`src/rtl/umem_arbiter_pkg.sv`:
```
// rtl/umem_arbiter_pkg.sv - shared size codes, arbiter state/owner types, access check
package umem_arbiter_pkg;

    localparam logic [2:0] F3_B  = 3'b000;
    localparam logic [2:0] F3_H  = 3'b001;
    localparam logic [2:0] F3_W  = 3'b010;
    localparam logic [2:0] F3_BU = 3'b100;
    localparam logic [2:0] F3_HU = 3'b101;

    typedef enum logic [1:0] {IDLE, M_REQ, M_WAIT, RESP} arb_state_e;
    typedef enum logic {OWN_IF, OWN_D} owner_e;

    // Unsupported size codes are rejected exactly like misaligned accesses.
    function automatic logic access_error(input logic [2:0] f3, input logic [1:0] lo);
        case (f3)
            F3_B, F3_BU: access_error = 1'b0;
            F3_H, F3_HU: access_error = lo[0];
            F3_W:        access_error = |lo;
            default:     access_error = 1'b1;
        endcase
    endfunction

endpackage

```
`src/rtl/umem_lane_align.sv`:
```
// rtl/umem_lane_align.sv - byte-lane strobes, store data shift, load extraction/extension
module umem_lane_align
    import umem_arbiter_pkg::*;
(
    input  logic [2:0]  funct3,
    input  logic [1:0]  lo,
    input  logic        we,
    input  logic [31:0] wdata,
    input  logic [31:0] rdata,
    output logic [3:0]  wstrb,
    output logic [31:0] wdata_sh,
    output logic [31:0] rdata_ext
);

    logic [31:0] sh;

    assign wdata_sh = wdata << {lo, 3'b000};
    assign sh       = rdata >> {lo, 3'b000};

    always_comb begin
        wstrb = 4'b0000;
        if (we) begin
            case (funct3[1:0])
                2'b00:   wstrb = 4'b0001 << lo;
                2'b01:   wstrb = 4'b0011 << {lo[1], 1'b0};
                default: wstrb = 4'b1111;
            endcase
        end
    end

    always_comb begin
        rdata_ext = sh;
        case (funct3)
            F3_B:    rdata_ext = {{24{sh[7]}}, sh[7:0]};
            F3_BU:   rdata_ext = {24'h0, sh[7:0]};
            F3_H:    rdata_ext = {{16{sh[15]}}, sh[15:0]};
            F3_HU:   rdata_ext = {16'h0, sh[15:0]};
            default: rdata_ext = sh;
        endcase
    end

endmodule

```
`src/rtl/umem_arbiter.sv`:
```
// rtl/umem_arbiter.sv - fetch/load-store arbiter for the single unified-memory port
module umem_arbiter
    import umem_arbiter_pkg::*;
#(
    parameter int          AW          = 32,
    parameter int          DW          = 32,
    parameter int          MAX_DSTREAK = 4,
    parameter int          TIMEOUT     = 64,
    parameter logic [31:0] ERR_DATA    = 32'hDEADBEEF
) (
    input  logic          clk,
    input  logic          nreset,
    input  logic          if_req,
    input  logic [AW-1:0] if_addr,
    output logic          if_gnt,
    output logic          if_rvalid,
    output logic [DW-1:0] if_rdata,
    output logic          if_err,
    input  logic          d_req,
    input  logic          d_we,
    input  logic [2:0]    d_funct3,
    input  logic [AW-1:0] d_addr,
    input  logic [DW-1:0] d_wdata,
    output logic          d_gnt,
    output logic          d_rvalid,
    output logic [DW-1:0] d_rdata,
    output logic          d_err,
    output logic          m_req,
    output logic          m_we,
    output logic [AW-1:0] m_addr,
    output logic [DW-1:0] m_wdata,
    output logic [3:0]    m_wstrb,
    input  logic          m_gnt,
    input  logic          m_rvalid,
    input  logic [DW-1:0] m_rdata,
    output logic          busy
);

    localparam int TW  = $clog2(TIMEOUT + 1);
    localparam int DSW = $clog2(MAX_DSTREAK + 1);

    arb_state_e      state, state_nx;
    owner_e          owner;
    logic            r_we;
    logic [2:0]      r_f3;
    logic [AW-1:0]   r_addr;
    logic [DW-1:0]   r_wdata;
    logic [DSW-1:0]  dstreak;
    logic [TW-1:0]   tcnt;
    logic            resp_err;
    logic [DW-1:0]   resp_data;

    logic            fetch_turn, grant_d, grant_if, d_bad, done, expired, in_mem;
    logic [3:0]      lane_wstrb;
    logic [31:0]     lane_wdata, lane_rdata;

    umem_lane_align u_align (
        .funct3    (r_f3),
        .lo        (r_addr[1:0]),
        .we        (r_we),
        .wdata     (r_wdata),
        .rdata     (m_rdata),
        .wstrb     (lane_wstrb),
        .wdata_sh  (lane_wdata),
        .rdata_ext (lane_rdata)
    );

    // Fetch wins only once data has used up its streak allowance.
    assign fetch_turn = if_req && (dstreak == DSW'(MAX_DSTREAK));
    assign grant_d    = (state == IDLE) && d_req && !fetch_turn;
    assign grant_if   = (state == IDLE) && if_req && !grant_d;
    assign d_bad      = access_error(d_funct3, d_addr[1:0]);
    assign in_mem     = (state == M_REQ) || (state == M_WAIT);
    assign done       = ((state == M_REQ) && m_gnt && m_rvalid) || ((state == M_WAIT) && m_rvalid);
    assign expired    = in_mem && (tcnt == TW'(TIMEOUT - 1));

    always_comb begin
        state_nx = state;
        case (state)
            IDLE: begin
                if (grant_d)       state_nx = d_bad ? RESP : M_REQ;
                else if (grant_if) state_nx = M_REQ;
            end
            M_REQ: begin
                if (done || expired) state_nx = RESP;
                else if (m_gnt)      state_nx = M_WAIT;
            end
            M_WAIT: if (done || expired) state_nx = RESP;
            RESP:   state_nx = IDLE;
            default: state_nx = IDLE;
        endcase
    end

    always_ff @(posedge clk or negedge nreset) begin
        if (!nreset) begin
            state     <= IDLE;
            owner     <= OWN_IF;
            r_we      <= 1'b0;
            r_f3      <= F3_W;
            r_addr    <= '0;
            r_wdata   <= '0;
            dstreak   <= '0;
            tcnt      <= '0;
            resp_err  <= 1'b0;
            resp_data <= '0;
        end else begin
            state <= state_nx;

            if (!if_req || grant_if)
                dstreak <= '0;
            else if (grant_d && dstreak != DSW'(MAX_DSTREAK))
                dstreak <= dstreak + DSW'(1);

            if (in_mem)
                tcnt <= tcnt + TW'(1);

            if (grant_if) begin
                owner   <= OWN_IF;
                r_we    <= 1'b0;
                r_f3    <= F3_W;
                r_addr  <= if_addr;
                r_wdata <= '0;
                tcnt    <= '0;
            end else if (grant_d) begin
                owner   <= OWN_D;
                r_we    <= d_we;
                r_f3    <= d_funct3;
                r_addr  <= d_addr;
                r_wdata <= d_wdata;
                tcnt    <= '0;
                if (d_bad) begin
                    resp_err  <= 1'b1;
                    resp_data <= ERR_DATA;
                end
            end

            if (done) begin
                resp_err  <= 1'b0;
                resp_data <= (owner == OWN_IF) ? m_rdata : (r_we ? '0 : lane_rdata);
            end else if (expired) begin
                resp_err  <= 1'b1;
                resp_data <= ERR_DATA;
            end
        end
    end

    assign if_gnt    = grant_if;
    assign d_gnt     = grant_d;
    assign m_req     = (state == M_REQ);
    assign m_we      = m_req && r_we;
    assign m_addr    = m_req ? {r_addr[AW-1:2], 2'b00} : '0;
    assign m_wdata   = m_we ? lane_wdata : '0;
    assign m_wstrb   = m_we ? lane_wstrb : 4'b0000;
    assign if_rvalid = (state == RESP) && (owner == OWN_IF);
    assign d_rvalid  = (state == RESP) && (owner == OWN_D);
    assign if_rdata  = if_rvalid ? resp_data : '0;
    assign d_rdata   = d_rvalid ? resp_data : '0;
    assign if_err    = if_rvalid && resp_err;
    assign d_err     = d_rvalid && resp_err;
    assign busy      = (state != IDLE);

endmodule

```
`config.mk`:
```
export PLATFORM = sky130hd
export DESIGN_NAME = umem_arbiter
export DESIGN_NICKNAME = d
export VERILOG_FILES = /design/src/rtl/umem_arbiter_pkg.sv /design/src/rtl/umem_lane_align.sv /design/src/rtl/umem_arbiter.sv
export SDC_FILE = /design/constraint.sdc
export NUM_CORES = 1
export LEC_CHECK = 0
export BUFFER_PORTS_ARGS = -buffer_cell sky130_fd_sc_hd__buf_2
export CAP_MARGIN = 10
export CORE_AREA = 2 2 121 123
export DETAILED_ROUTE_END_ITERATION = 10
export DIE_AREA = 0 0 123 125
export PLACE_DENSITY = 0.85
export SLEW_MARGIN = 20
export SYNTH_ARGS = -nofsm -noshare
export SYNTH_HDL_FRONTEND = slang
export SYNTH_HIERARCHICAL = 1
export SYNTH_SLANG_ARGS = --single-unit
```
`constraint.sdc`:
```
create_clock -name clk -period 4.85 [get_ports clk]
set_input_delay 0.2425 -clock clk [delete_from_list [all_inputs] [get_ports clk]]
set_output_delay 0.2425 -clock clk [all_outputs]
set_load 0.02 [all_outputs]
```
==> results.md <==
* Outcome: complete, but fails checks
* Failing checks: negative hold slack
* Primary FF master, synth: dfrtp_1
* Port Buffer Count at 276
* CTS max path bufs at 2
* Fill count at 1141
* Initial Util at 0.527
* Critical path start-end classification: register to primary output
* Clock Skews at 0.0137 ns
* Power density over cell area at between 600 and 700 nW/um^2
* Period utilisation layout at 0.678
* Utilization after layout at 0.665
* Total of max-cap violations at 0
* Arr. time, crit path at 3.05 ns
* Worst vdd ir at 0.326 mV
* # H-tree levels at 4
* RSZ-0062 raised after global routing: false
* First DRT Iteration DRCs at 804
* Synth cell types at 59
* Routed Antenna Nets at 0
* Number of global-route vias before repair at 6823
* Leakage at 0.00501 uW
* Share of flip-flops with an asynchronous set or reset at 1.00
* Most area-consuming cells after synthesis: dfrtp_1 (38%), and2_1 (6.2%), and3_1 (5.8%)
* DRT Wirelength at 22100 um
* Full die area at 15400 um^2
* Total grt overflow at 0
* Hold buffer count at CTS at 0
* Pin count of the biggest net entering global routing at 74
* Row count at 44
* P&R area growth vs syn at 26.1%
* Power consumption at 6410 uW
* Ys Warns at 6
* Synth Cell Area at 7490 um^2
* Final-report hold violation count at 42
* CTS clk-pin slew, worst paths at 0.05 ns
* Highest fanout seen on the critical path at 35
* Clk Latency, worst-skew pair at approximately 0.42 ns
* Io pins at around 280
* Post-CTS setup buffer count at 0
* Required @ worst endpoint at 4.61 ns
* Drc violations at 0
* GRT Util Overall at 0.287
* # resized after CTS at 0
* Vias at 7222
* CTS root buffer: clkbuf_16
* Die X at 123 um
* Cell count after synthesis at 793
* Clock sink total at 114
* Slew margin rel. at 0.321
* EDFF count, synth at 0
* Layout cell share with drive strength beyond 1 at 0.370
* # nets final at 1169
* Initial antenna violation count at 3
* Core Area at 14200 um^2
* Setup tns final at 0 ns
* DR WL/cell at 18.1 um
* Tmin final at 3.29 ns
* Worst min path class: input pin to async pin
* CP endpoint kind: primary output
* Vias per inst at 5.91
* First-pass GRT wire length at ~35000 um
* Sequential area share after synthesis at 0.381
* Synth top area share at 0.378
* Post-synthesis area per instance at 9.44 um^2
* Synth area leader: dfrtp_1
* # setup viols final at 0
* HPWL Detailed at 14900 um
* Hold slack at -0.0285 ns
* Worst R2R Setup Slack at between 2 and 2.5 ns
* Global placer's final weighted congestion at 0.831
* Drt first pass iters at 8
* Startpoint class of the critical path: register
* Slew Viols, Final at 0
* Overall die height at ~130 um
* Tightest Pin Transition at 1.02 ns
* F_max at 304 MHz
* Yosys reg bits at 114
* CTS tree: yes
* TritonCTS Buffers at 17
area by class of cell:
cell class                      count  area (um^2)  area share
Multi-Input combinational cell    557         4110       0.435
Sequential cell                   114         2860       0.303
Timing Repair Buffer              285         1450       0.154
Clock buffer                       23          488      0.0517
Tap cell                          184          230      0.0244
Inverter                           48          180      0.0191
Clock inverter                      8          126      0.0134
Antenna cell                        2         5.00    0.000530
kinds of logic (layout without fill, tap and decap cells):
| kind of cell | Yosys count | after routing | synth area share |
|---|---|---|---|
| buffers and inverters | 123 | 364 | 0.0752 |
| AND/OR/NAND/NOR | 284 | 284 | 0.214 |
| adder cells (fa/ha/maj) | 8 | 8 | 0.0134 |
| other | 1 | 4 | 0.000501 |
| XOR/XNOR | 4 | 4 | 0.00468 |
| multiplexers | 44 | 44 | 0.0633 |
| AO/OA/AOI/OAI | 215 | 215 | 0.248 |
| flip-flops | 114 | 114 | 0.381 |
routing by layer:
layer | part of all wire | vias up | track usage
li1 | - | 3324 | -
met1 | 0.40 | 3450 | 0.360
met2 | 0.50 | 386 | 0.471
met3 | 0.080 | 60 | 0.0703
met4 | 0.028 | 2 | 0.120
met5 | 0.00059 | - | 0
registers in the layout, summed over array words and instances, names as in the netlist:
name / count
r_f3: 3
owner: 1
resp_data: 32
r_we: 1
r_addr: 32
dstreak: 3
state: 2
resp_err: 1
tcnt: 7
r_wdata: 32
power breakdown:
group          internal (uW)  switching [uW]
Sequential              1370             462
Combinational           1380            1920
Clock                    858             429
metrics by stage:
stage	std cells	setup WS [ns]	cell area (um^2)
2_1_floorplan	794	3.01	7490
3_5_place_dp	1188	1.99	8820
3_3_place_gp	1188	2.17	8820
6_report	1221	1.56	9450
4_1_cts	1219	1.55	9430
5_1_grt	1220	1.24	9440
synthesized netlist by cell type (6+ instances only):
library cell and number:
dfrtp_1 113, and2_1 74, and3_1 69, nor2b_1 50
inv_1 48, a21oi_1 46, nand2_1 40, a22o_1 35
clkbuf_1 35, nor2_1 33, a222oi_1 32, mux2i_1 26
buf_2 24, a2bb2oi_2 21, o21ai_0 19, mux2_2 15
a211oi_1 10, o211ai_2 10, o22ai_1 9, buf_4 8
ha_1 8, a221oi_1 7, o211ai_1 6
critical path: stages, from the launching register on:
cell     delay [ns]
dfrtp_1        0.44
ha_1           0.87
nor2b_2        0.91
and2_1         0.24
buf_2          0.16
cell usage in the layout (no fill, tap or decap), drive strengths merged, types with 24 or more instances in the layout:
cell	synthesis	final
nor2b	50	50
a22o	35	35
inv	48	48
and3	69	69
a2bb2oi	24	24
and2	74	74
nor2	34	34
dfrtp	113	113
a21oi	48	48
mux2i	26	26
nand2	40	40
buf	40	285
a222oi	32	32
worst paths after layout:
check / cells after the start / endpoint / from
worst max-delay path: 4 / if_rdata[1] / state[0]
worst min-delay path: 1 / resp_data[28] / nreset
worst max register to register: 7 / r_addr[1] / state[0]
worst min register to register: 1 / r_wdata[29] / r_wdata[29]
max in group asynchronous: 2 / r_addr[1] / nreset
min in group clk: 3 / r_addr[14] / if_addr[14]
(Power assumes the default switching activity.)
